`src/rtl/data_consolidation_pkg.sv`:
```
// Shared defaults for the 2-bit to 8-bit symbol packer.
package data_consolidation_pkg;

   localparam int DEF_DIN_W  = 2;
   localparam int DEF_RATIO  = 4;
   localparam int DEF_CNT_W  = $clog2(DEF_RATIO);
   localparam int DEF_DOUT_W = DEF_DIN_W * DEF_RATIO;

   // True when r is a power of two and at least 2 (valid symbols-per-word).
   function automatic bit ratio_ok(input int r);
      return (r >= 2) && ((r & (r - 1)) == 0);
   endfunction

endpackage

```
`src/rtl/data_consolidation.sv`:
```
// Serial-to-parallel packer: collects RATIO valid DIN_W-bit symbols into one
// word. The first symbol lands in the MSBs. The word is strobed with a
// one-cycle dout_en on the same edge that accepts the last symbol.
module data_consolidation
   import data_consolidation_pkg::*;
#(
   parameter int DIN_W = DEF_DIN_W,
   parameter int RATIO = DEF_RATIO
) (
   input  logic                     clk,
   input  logic                     rst_n,
   input  logic [DIN_W-1:0]         din,
   input  logic                     din_en,
   output logic [DIN_W*RATIO-1:0]   dout,
   output logic                     dout_en
);

   localparam int DOUT_W = DIN_W * RATIO;
   localparam int CNT_W  = $clog2(RATIO);
   localparam int SR_W   = DOUT_W - DIN_W;

   // A counter width of log2(RATIO) only wraps correctly for powers of two.
   if (!ratio_ok(RATIO)) begin : g_bad_ratio
      $error("data_consolidation: RATIO must be a power of two >= 2");
   end

   // Only the RATIO-1 most recent symbols are kept. The oldest symbol
   // would be shifted out on the completing edge, so it is never observed.
   logic [SR_W-1:0]   sr;
   logic [CNT_W-1:0]  cnt;
   logic              last_sym;
   logic [DOUT_W-1:0] word_nxt;

   assign last_sym = din_en && (cnt == CNT_W'(RATIO - 1));
   assign word_nxt = {sr, din};

   // Symbol counter: advances per accepted symbol and wraps naturally.
   always_ff @(posedge clk or negedge rst_n) begin
      if (!rst_n) begin
         cnt <= '0;
      end else if (din_en) begin
         cnt <= cnt + CNT_W'(1);
      end
   end

   // Shift register: the newest symbol enters at the LSB end and older
   // symbols move toward the MSB.
   always_ff @(posedge clk or negedge rst_n) begin
      if (!rst_n) begin
         sr <= '0;
      end else if (din_en) begin
         sr <= word_nxt[SR_W-1:0];
      end
   end

   // Output word register: loads only on word completion and holds otherwise.
   always_ff @(posedge clk or negedge rst_n) begin
      if (!rst_n) begin
         dout <= '0;
      end else if (last_sym) begin
         dout <= word_nxt;
      end
   end

   // Completion strobe: high for exactly one cycle per assembled word.
   always_ff @(posedge clk or negedge rst_n) begin
      if (!rst_n) begin
         dout_en <= 1'b0;
      end else begin
         dout_en <= last_sym;
      end
   end

endmodule

```
`config.mk`:
```
export PLATFORM = sky130hd
export DESIGN_NAME = data_consolidation
export DESIGN_NICKNAME = d
export VERILOG_FILES = /design/src/rtl/data_consolidation_pkg.sv /design/src/rtl/data_consolidation.sv
export SDC_FILE = /design/constraint.sdc
export NUM_CORES = 1
export LEC_CHECK = 0
export ABC_AREA = 1
export ABC_CLOCK_PERIOD_IN_PS = 2500
export BUFFER_PORTS_ARGS = -buffer_cell sky130_fd_sc_hd__buf_2
export CORE_MARGIN = 3
export CORE_UTILIZATION = 29
export CTS_CLUSTER_SIZE = 20
export DETAILED_ROUTE_END_ITERATION = 8
export MAX_ROUTING_LAYER = met4
export SYNTH_ARGS = -nofsm -noshare
export SYNTH_HDL_FRONTEND = slang
export SYNTH_SLANG_ARGS = --single-unit
export TNS_END_PERCENT = 1
```
`constraint.sdc`:
```
create_clock -name clk -period 2.5 [get_ports clk]
set_input_delay 0.375 -clock clk [delete_from_list [all_inputs] [get_ports clk]]
set_output_delay 0.375 -clock clk [all_outputs]
set_load 0.02 [all_outputs]
```
==> summary by stage, run 1 <==
Yosys
The total standard cell area after synthesis is 688.2 um2. The proportion of synthesized chip area in sequential cells is around three fifths. Synthesis instantiated 9 different standard cells from the library.

The number of nets produced by synthesis is between 70 and 80. The post-synthesis instance total is 73. A synthesized cell averages 9.427 um2. The number of flip-flops and latches in the synthesized netlist is 17.

For this run, the number of Yosys warnings is 0.

Worst setup path
The critical path is of the register to primary output type. The peak fanout along the critical path is 2. In this run the register-to-register setup slack is roughly 1400 ps. The most critical setup path has its endpoint at dout[0]. The dominant delay contributor by cell family on the critical path is flip-flops.

For the worst setup path, the data required time is 2120 ps. The number of cells on the critical path is 1. The critical path starts at dout[0].

The critical path's slowest cell is sky130_fd_sc_hd__dfrtp_1. At the worst endpoint, the arrival time is 850 ps. Measured in cells, the most critical reg-to-reg path has a length of 4. The capture instance of the worst register-to-register path is dout[0]. STA classifies the critical path startpoint as a register.

The category of the worst setup path capture point is a primary output. Traced cell by cell, the critical path runs through buf_2. The largest single stage delay on the critical path is 400 ps.

The launching point of the worst reg2reg path is cnt[0]. The number of buffers and inverters on the critical path is 1.

Placed design
The number of input and output port buffers inserted is 13. The total placed cells including tap cells is 111. The minimum setup slack after placement is 1380 ps. The congestion estimate from routability-driven global placement came to 0.6756. The wire-length estimate of the detail-placed layout is 928.3 um.

Floorplanning
The starting density of the core is 30.81%. Pin placement for this block handled 14 I/O pins. The placeable core area is 0.002233 mm2. Row generation in the floorplan step produced 17 rows. The die is around 55 um tall. The die covers 0.002994 mm2. The width of the die is 54.72 um.

Run status
The flow ran to the end, and the final reports show no timing, DRC or antenna violations.

Timing
The final-layout worst hold slack is between 300 and 400 ps. The least setup slack across all paths after layout is ~1300 ps. In this run the tightest slew margin relative to its limit is between 70 and 80%.

The number of max-slew violations in the final report came to 0. Setup repair after global routing left no endpoint under its margin. The final setup TNS is 0 ps. Timing would allow up to 0.8167 GHz. Setup violations remaining at the end of the flow were counted as 0.

Across the routed clock network, the largest skew measured is 5.939 ps. At the pin with the least slew margin, the transition time is around 370 ps. The time the final worst path needs with I/O delays and setup is 1224 ps. The portion of the clock cycle consumed by the worst path in the final layout is 48.98%. The total count of hold-check failures in the final report is 0.

Detailed routing
The number of design-rule violations left by the first detailed-router iteration is 10. The total detailed-routing wirelength is 1215 um. Using the TritonRoute via totals, the vias-per-cell ratio works out to 4.190. Across all layers, the routed design uses 486 vias. Dividing the detail-routed wire length by the instance count gives 10.47 um.

The number of remaining DRC errors is 0. The first detailed-routing pass took 4 iterations. The count of nets left with antenna violations once routing finished came out at 0.

Clock tree
The number of cells upsized or downsized after cts is 0. The tree is rooted in a sky130_fd_sc_hd__clkbuf_4. TritonCTS built the clock tree. The clock net in this run drives a total of 17 sinks.

The number of clock buffers added by TritonCTS is 3. The clock slew seen by the registers of the worst setup and hold paths is around 100 ps. The clock passes through at most 2 buffers. For the worst-skew pair, the clock arrives at the later sink with an insertion delay of 280 ps. In this run the number of H-tree levels came out at 1.

Layout
The area growth from synthesis to final layout is 13.82%. The proportion of layout cells with a drive suffix above 1 is 21.59%. The net count of the finished layout is 95. The repair_antennas step left the layout with diodes totalling 0. Cells fill between 30% and 40% of the core in the end. Once layout is complete, the cells apart from fillers number 116.

Global route
The initial antenna violation count came to 0. Entering global routing, the biggest net connects 19 pins. The first global-routing pass estimated 2104 um of wire.

Global routing used between 10% and 20% of the available tracks across all layers. The residual overflow from global routing is 0. The number of global-route vias before repair is 490.

Power and ir drop
The maximum resistive drop on vdd is 0.4633 mV. In this run the power density over the cells is a little over 1000 mW/mm2. In this run the static leakage power is 0.4586 nW.

Run
Across the run, the number of max-cap violations was 0.

Worst hold path
The tightest min-delay check is of the input port to register type.
==> through the flow <==
step | power (mW) | instance area (um2)
floorplan | 0.5747 | 688.2
detailed placement | 0.6634 | 745.7
finish | 0.7939 | 783.3
global placement | 0.6556 | 745.7
CTS | 0.8077 | 783.3
global route | 0.8656 | 783.3
==> what timing repair did <==
item	in CTS	in global routing
setup buffers	0	0
hold buffers	1	0
hold endpoints to repair	17	0
==> metal layers <==
metal,wire length (um),GRT usage (%),part of all wire (%)
met1,584,11.95,48
met2,565,15.35,47
met3,56,4.905,4.6
met4,9,2.490,0.74
met5,0,-,0
==> registers in the layout (all words and copies together) (netlist names) <==
name,cells
dout,8
sr,6
dout_en,1
cnt,2
==> report_power, final <==
part / internal [mW] / switching [mW] / leakage, nW
clock network: 0.0594 / 0.0802 / 0.0177
logic: 0.0844 / 0.168 / 0.226
registers: 0.355 / 0.0471 / 0.215
total: 0.498 / 0.295 / 0.459
==> synth_stat cells <==
cell                       n  share of area, %
sky130_fd_sc_hd__nand2_2   1              0.91
sky130_fd_sc_hd__nand3_1   8               5.8
sky130_fd_sc_hd__dfrtp_1  17                62
sky130_fd_sc_hd__buf_12    1               2.9
sky130_fd_sc_hd__ha_1      1               1.8
sky130_fd_sc_hd__inv_1     2               1.1
sky130_fd_sc_hd__nand2_1  40                22
sky130_fd_sc_hd__buf_6     2               3.3
sky130_fd_sc_hd__inv_2     1              0.54
==> area by class of cell <==
type | count | area [um2]
sequential | 17 | 425.4
inverter | 3 | 11.26
clock buffer | 3 | 22.52
clock inverter | 1 | 5.005
fill | 241 | 1450
tap | 28 | 35.03
timing repair buffer | 14 | 75.07
multi-input combinational | 50 | 209.0
==> cell usage in the layout, fill, tap and decap left out <==
cell	n
sky130_fd_sc_hd__buf_2	13
sky130_fd_sc_hd__clkbuf_4	3
sky130_fd_sc_hd__clkinv_2	1
sky130_fd_sc_hd__dfrtp_1	17
sky130_fd_sc_hd__dlygate4sd3_1	1
sky130_fd_sc_hd__ha_1	1
sky130_fd_sc_hd__inv_1	2
sky130_fd_sc_hd__inv_2	1
sky130_fd_sc_hd__nand2_1	40
sky130_fd_sc_hd__nand2_2	1
sky130_fd_sc_hd__nand3_1	8
==> worst reg2reg max path, delay by kind of cell, from the launching register on <==
family        cells  cell delay (ps)
flops             1              380
fa+ha+maj         1              340
simple gates      3              310
==> worst min path at each step <==
stage / startpoint / end / slack (ps) / cells past startpoint
global route: din[0] / sr[0] / 340 / 3
detailed placement: rst_n / dout[5] / 310 / 1
global placement: rst_n / dout[2] / 310 / 1
CTS: din[1] / sr[1] / 320 / 3
floorplan: rst_n / cnt[0] / 80 / 0
finish: din[1] / dout[1] / 330 / 3
==> cell families (layout without fill, tap and decap cells) <==
logic type | count (synthesis) | after routing | share of synthesized area [%]
buf+inv | 6 | 21 | 7.818
fa+ha+maj | 1 | 1 | 1.818
simple gates | 49 | 49 | 28.55
flops | 17 | 17 | 61.82
Power figures use the tool's default switching activity.
==> run 2, diff against run 1 <==
--- a/config.mk
+++ b/config.mk
@@ -6,7 +6,7 @@
 export NUM_CORES = 1
 export LEC_CHECK = 0
 export ABC_AREA = 1
-export ABC_CLOCK_PERIOD_IN_PS = 2500
+export ABC_CLOCK_PERIOD_IN_PS = 1100
 export BUFFER_PORTS_ARGS = -buffer_cell sky130_fd_sc_hd__buf_2
 export CORE_MARGIN = 3
 export CORE_UTILIZATION = 29
==> constraint.sdc (replaced) <==
create_clock -name clk -period 1.1 [get_ports clk]
set_input_delay 0.165 -clock clk [delete_from_list [all_inputs] [get_ports clk]]
set_output_delay 0.165 -clock clk [all_outputs]
set_load 0.02 [all_outputs]
==> summary by stage, run 2 (synthesis gave the netlist of run 1 again) <==
Detailed routing
The number of remaining DRC errors is 0 (unchanged). The number of design-rule violations left by the first detailed-router iteration is 6 (-4). The detail-routed via count per cell is 4.275 (+2.0%). The remaining number of nets flagged by the antenna check after routing was 0 (unchanged). The total detailed-routing wirelength was 1187 um (-2.3%). The number of vias after detailed routing is 513 (+5.6%). The iteration count of the initial detailed-routing pass is 4 (unchanged). The routed wire length per instance is 9.892 um (-5.6%).

Global route
The global router's overall resource usage came to 10.22% (+0.099 points). The first-pass GRT wire length is 2090 um (-0.67%). The number of global-route vias before repair is 496 (+1.2%).

The initial antenna violation count came to 0 (unchanged). The pin count of the biggest net entering global routing came to 18 (-1). The residual overflow from global routing is 0 (unchanged).

Worst setup path
The capture instance of the worst register-to-register path is dout[2]. The largest stage delay on the critical path was 400 ps (about the same). The worst reg-to-reg path cell count is 4 (unchanged). The worst register-to-register path begins at cnt[0]. The combined buffer and inverter count along the critical path is 1 (unchanged). On the critical path, the stage with the largest delay is an instance of sky130_fd_sc_hd__dfrtp_1. The worst setup path is captured at a primary output. The source of the critical timing path is dout[3].

The critical path goes through buf_2. The setup path with the least slack is of type register to primary output. The arrival time of data at the critical path endpoint came to 850 ps (about the same). The minimum setup slack among reg-to-reg paths was 110 ps (-1260 ps).

The endpoint required time on the critical path is 940 ps (-1180 ps). The category of the worst setup path launch point is a register. Broken down by cell family, the worst path's largest delay share belongs to flip-flops. The peak fanout along the critical path was 2 (unchanged).

Power and ir drop
The total power per unit cell area came to 2249 mW/mm2 (+120%). The maximum resistive drop on vdd is 1.023 mV (+120%). The static leakage was 0.4770 nW (+4.0%).

Timing
The tightest slew margin relative to the limit is 75.67% (+0.36 points). Setup repair after global routing left no endpoint under its margin. The time the final worst path needs with I/O delays and setup is roughly 1000 ps. The slew at the pin closest to its max-slew limit is 364.9 ps (-5.336 ps).

For this run, the top clock speed supported by timing is 0.9814 GHz. The clock skew after layout came to 6.868 ps (+0.9296 ps). The number of max-slew violations in the final report was 0 (unchanged). The total count of hold-check failures in the final report is 0 (unchanged).

In the finished design, the share of the clock period the worst path needs comes to 92.64%. The final setup TNS was 0 ps (unchanged). The total setup violations reported at the end of the flow is 0 (unchanged).

Layout
The net count of the finished layout is 99 (+4.2%). The largest registers in the layout are dout (8), sr (6), cnt (2). The top cell types in the final layout, fill and taps aside, are sky130_fd_sc_hd__nand2_1, sky130_fd_sc_hd__dfrtp_1, sky130_fd_sc_hd__buf_2. The number of fillers in the final layout is 243 (+0.83%). The filler-free cell count of the finished design was 120 (+3.4%).

The proportion of layout cells with a drive suffix above 1 is 26.09% (+4.5 points). The area growth from synthesis to layout is 18.55%. The leading cell type in the layout, fill and taps excluded is sky130_fd_sc_hd__nand2_1.

The flip-flop count of the largest register after layout came to 8 (unchanged). The register with the most flip-flops in the final layout is dout. The antenna cell count is 0 (unchanged). The final standard cell area without fillers was 815.8 um2 (+4.2%).

Worst hold path
The worst hold path terminates at sr[1]. The worst hold path begins at din[1]. The depth of the worst hold-timing path was 3 (unchanged). The class of the tightest hold or removal check is input port to register.

Placed design
The area after detailed placement is 768.2 um2 (+3.0%). The HPWL after detailed placement is 873.9 um (-5.9%). The number of input and output port buffers inserted is 13 (unchanged). The total placed cells including tap cells was 114 (+2.7%).

The final RePlAce weighted congestion is 0.7104 (+5.2%).

Clock tree
The clock latency on the worst-skew pair is 290 ps (about the same). The clock slew seen by the registers of the worst setup and hold paths was 100 ps (about the same). The total CTS buffers is 3 (unchanged).

The TritonCTS clock tree is built. The level count of the clock H-tree is 1 (unchanged). The number of clock sinks seen by CTS is 17 (unchanged).

The buffer cell driving the clock tree root is sky130_fd_sc_hd__clkbuf_4. The maximum count of clock buffers along a single path is 2 (unchanged).

Floorplanning
The placeable core area was 0.002233 mm2 (unchanged). The number of top-level pins was 14 (unchanged). The chip height came to 54.72 um (unchanged). The width of the die was 54.72 um (unchanged).

The area of the die is 0.002994 mm2 (unchanged). The starting density of the core is 30.81% (unchanged). The row count is 17 (unchanged).

Run status
The flow ran to the end, and the final reports show no timing, DRC or antenna violations.

Run
The reported max-cap violation count came to 0 (unchanged).
==> run 2: timing repair <==
action | CTS | global route
setup endpoints to repair | 0 | 2
hold buffers | 1 | 0
hold endpoints to repair | 17 | 0
resized for setup | 0 | 1
buffers inserted | 0 | 1
==> run 2: final cells by class <==
| class | instances | area, um2 | share of cell area (%) |
|---|---|---|---|
| Sequential cell | 17 | 425.4 | 52.15 |
| Multi-Input combinational cell | 50 | 211.5 | 25.92 |
| Timing Repair Buffer | 18 | 105.1 | 12.88 |
| Tap cell | 28 | 35.03 | 4.294 |
| Clock buffer | 3 | 22.52 | 2.761 |
| Inverter | 3 | 11.26 | 1.380 |
| Clock inverter | 1 | 5.005 | 0.6135 |
==> run 2: where the power goes <==
part / total [mW] / internal [mW] / switching, mW
logic: 0.606 / 0.222 / 0.384
registers: 0.902 / 0.806 / 0.0962
clock network: 0.327 / 0.135 / 0.192
total: 1.83 / 1.16 / 0.672
==> run 2: per-stage QoR <==
step                      worst slack (ps)  utilization [%]  total power [mW]  hold WS, ps
after floorplan                      109.9                -             1.306       -130.6
after global placement               84.48            34.40             1.502        99.86
after detailed placement             59.55            34.40             1.519        104.2
after CTS                            53.95            36.08             1.855        93.22
after global routing                 32.60            36.53             2.009        107.2
final                                81.01            36.53             1.835        104.6
==> run 2: how the worst max path moves through the flow <==
stage	to	slack [ps]	depth (start not counted)
global route	dout[0]	30	1
detailed placement	dout[0]	60	4
global placement	dout[2]	80	4
CTS	dout[2]	50	4
floorplan	dout[0]	110	5
finish	dout[3]	80	1
==> run 2: per-layer routing <==
metal / global-route usage, % / part of all wire (%) / wire, um / vias up
li1: - / - / - / 262
met4: 2.490 / 0 / 0 / 0
met1: 12.40 / 46 / 541 / 241
met5: - / 0 / 0 / -
met3: 5.722 / 5.6 / 66 / 0
met2: 14.57 / 49 / 580 / 10
==> run 3, diff against run 2 <==
--- a/config.mk
+++ b/config.mk
@@ -6,13 +6,14 @@
 export NUM_CORES = 1
 export LEC_CHECK = 0
 export ABC_AREA = 1
-export ABC_CLOCK_PERIOD_IN_PS = 1100
+export ABC_CLOCK_PERIOD_IN_PS = 1050
 export BUFFER_PORTS_ARGS = -buffer_cell sky130_fd_sc_hd__buf_2
 export CORE_MARGIN = 3
 export CORE_UTILIZATION = 29
 export CTS_CLUSTER_SIZE = 20
 export DETAILED_ROUTE_END_ITERATION = 8
 export MAX_ROUTING_LAYER = met4
+export SETUP_SLACK_MARGIN = 0.3
 export SYNTH_ARGS = -nofsm -noshare
 export SYNTH_HDL_FRONTEND = slang
 export SYNTH_SLANG_ARGS = --single-unit
==> constraint.sdc (replaced) <==
create_clock -name clk -period 1.05 [get_ports clk]
set_input_delay 0.1575 -clock clk [delete_from_list [all_inputs] [get_ports clk]]
set_output_delay 0.1575 -clock clk [all_outputs]
set_load 0.02 [all_outputs]
==> summary by stage, run 3 (synthesis gave the netlist of run 1 again) <==
Clock tree
The TritonCTS clock tree is built. The clock latency on the worst-skew pair is 290 ps (about the same). The level count of the clock H-tree is 1 (unchanged). The maximum count of clock buffers along a single path was 2 (unchanged). The clock slew seen by the registers of the worst setup and hold paths is 90 ps (about the same). The buffer cell driving the clock tree root is sky130_fd_sc_hd__clkbuf_4. The number of clock sinks seen by CTS is 17 (unchanged). The total CTS buffers is 3 (unchanged).

Power and ir drop
The cell-internal power is 1.402 mW (+21%). The share of total power consumed by net switching is 35.31% (-1.3 points). The static leakage was 0.4992 nW (+4.7%). The clock power share is 15.4% (-2.4 points). The switching power came to 0.7652 mW (+14%). The total power of the final layout came to 2.167 mW (+18%).

The total power per unit cell area was 2492 mW/mm2 (+11%). The relative contribution of combinational cells to total power is 39.4% (+6.4 points). The part of the power in registers came to 45.1% (-4.0 points). The maximum resistive drop on vdd is 1.139 mV (+11%).

Worst setup path
STA classifies the critical path startpoint as a register. The dominant delay contributor by cell family on the critical path is flip-flops. The minimum setup slack among reg-to-reg paths came to 110 ps (about the same). The critical path start-end classification is register to primary output. The peak fanout along the critical path came to 2 (unchanged). The arrival time of data at the critical path endpoint is 850 ps (about the same). The critical path's slowest cell is sky130_fd_sc_hd__dfrtp_1. The critical path goes through buf_6. The combined buffer and inverter count along the critical path was 1 (unchanged). The endpoint required time on the critical path was 890 ps (-50 ps). The category of the worst setup path capture point is a primary output. The largest stage delay on the critical path is 410 ps (about the same).

Layout
The leading cell type in the layout, fill and taps excluded is sky130_fd_sc_hd__nand2_1. The area growth from synthesis to final layout is 26.36%. The final standard cell area without fillers came to 869.6 um2 (+6.6%).

dout holds more flip-flops than any other register. The number of fillers in the final layout is 222 (-8.6%). The final core utilization came to 38.94% (+2.4 points). The antenna cell count is 0 (unchanged). The largest registers in the layout are dout (8), sr (6), cnt (2). The top cell types in the final layout, fill and taps aside, are sky130_fd_sc_hd__nand2_1, sky130_fd_sc_hd__dfrtp_1, sky130_fd_sc_hd__buf_2.

The flip-flop count of the largest register after layout is 8 (unchanged). The net count of the finished layout is 101 (+2.0%). The proportion of layout cells with a drive suffix above 1 was 26.60% (+0.51 points).

Detailed routing
The remaining number of nets flagged by the antenna check after routing is 0 (unchanged). The iteration count of the initial detailed-routing pass is 4 (unchanged). The number of design-rule violations left by the first detailed-router iteration is 8 (+2).

The detail-routed via count per cell is 4.352 (+1.8%). The number of vias after detailed routing is 531 (+3.5%). The routed wire length per instance came to 11.02 um (+11%). The number of remaining DRC errors is 0 (unchanged). The total detailed-routing wirelength is 1345 um (+13%).

Placed design
The HPWL after detailed placement came to 888.3 um (+1.6%). The final RePlAce weighted congestion is 0.6807 (-4.2%). The number of input and output port buffers inserted is 13 (unchanged). The area after detailed placement was 753.2 um2 (-2.0%).

Timing
The slew at the pin closest to its max-slew limit is 367.9 ps (+2.963 ps). The total setup violations reported at the end of the flow was 0 (unchanged). The clock skew after layout is 5.688 ps (-1.181 ps). The total count of hold-check failures in the final report came to 0 (unchanged). The final-layout worst hold slack came to 114.9 ps (+10.28 ps). The worst path in the final design needs a cycle of 1004 ps, including I/O delays and setup.

The tightest slew margin relative to the limit is 75.47% (-0.20 points). The number of max-slew violations in the final report is 0 (unchanged). The final setup TNS was 0 ps (unchanged). The portion of the clock cycle consumed by the worst path in the final layout is ~96%. Setup repair after global routing could not meet its margin everywhere. The maximum clock frequency is 0.9963 GHz.

Worst hold path
The class of the tightest hold or removal check is input port to register.

Floorplanning
The placeable core area is 0.002233 mm2 (unchanged). The area of the die is 0.002994 mm2 (unchanged). The width of the die is 54.72 um (unchanged). The number of top-level pins is 14 (unchanged). The chip height is 54.72 um (unchanged). The starting density of the core is 30.81% (unchanged). The row count came to 17 (unchanged).

Global route
The residual overflow from global routing came to 0 (unchanged). The number of global-route vias before repair was 517 (+4.2%). The pin count of the biggest net entering global routing is 19 (+1). The first-pass GRT wire length came to 2208 um (+5.6%).

The initial antenna violation count is 0 (unchanged). The global router's overall resource usage came to 10.84% (+0.62 points).

Run
The reported max-cap violation count came to 0 (unchanged).

Run status
The run finished with clean final reports.
## run 3: cell count changes in the layout (fill, tap and decap cells not counted), sizes merged
cell    previous run  this run
buf               17        19
clkinv             1         0
clkbuf             3         4
## run 3: repair_timing
item | 4_1_cts | 5_1_grt
cloned | 0 | 0
buffers inserted | 5 | 1
endpoints found under the setup margin | 19 | 19
hold buffers | 1 | 0
resized for setup | 4 | 5
endpoints found under the hold margin | 17 | 0
## run 3: power by group through the flow
stage	clock network [mW]	logic, mW	registers, mW
6_report	0.334	0.854	0.978
3_3_place_gp	0	0.607	0.963
5_1_grt	0.392	0.953	1.00
3_5_place_dp	0	0.615	0.966
4_1_cts	0.352	0.790	0.957
2_1_floorplan	0	0.242	1.13
## run 3: layout make-up
cell class,count,area [um2],share of cell area [%]
clock buffer,4,26.28,3.022
inverter,3,11.26,1.295
multi-input combinational,50,226.5,26.04
sequential,17,425.4,48.92
tap,28,35.03,4.029
timing repair buffer,20,145.1,16.69
## run 3: metrics by stage
step                      setup WS [ps]  std cells
after floorplan                   138.6         73
after global placement            83.60        111
after detailed placement          56.62        111
after CTS                         48.96        121
after global routing              14.63        122
final                             46.27        122
## run 3: worst paths after layout
| check | start | end | depth (start not counted) |
|---|---|---|---|
| setup reg to reg | cnt[1] | dout[3] | 4 |
| min in group asynchronous | rst_n | dout[0] | 2 |
| max in group asynchronous | rst_n | sr[5] | 2 |
| hold reg to reg | dout[2] | dout[2] | 2 |
| setup / recovery | dout[0] | dout[0] | 1 |
| hold / removal | din[0] | sr[0] | 3 |
## run 3: metal layers
layer | track usage (%) | share of wire, %
met1 | 11.50 | 45
met2 | 18.31 | 50
met3 | 5.722 | 5.1
met4 | 1.245 | 0
met5 | - | 0
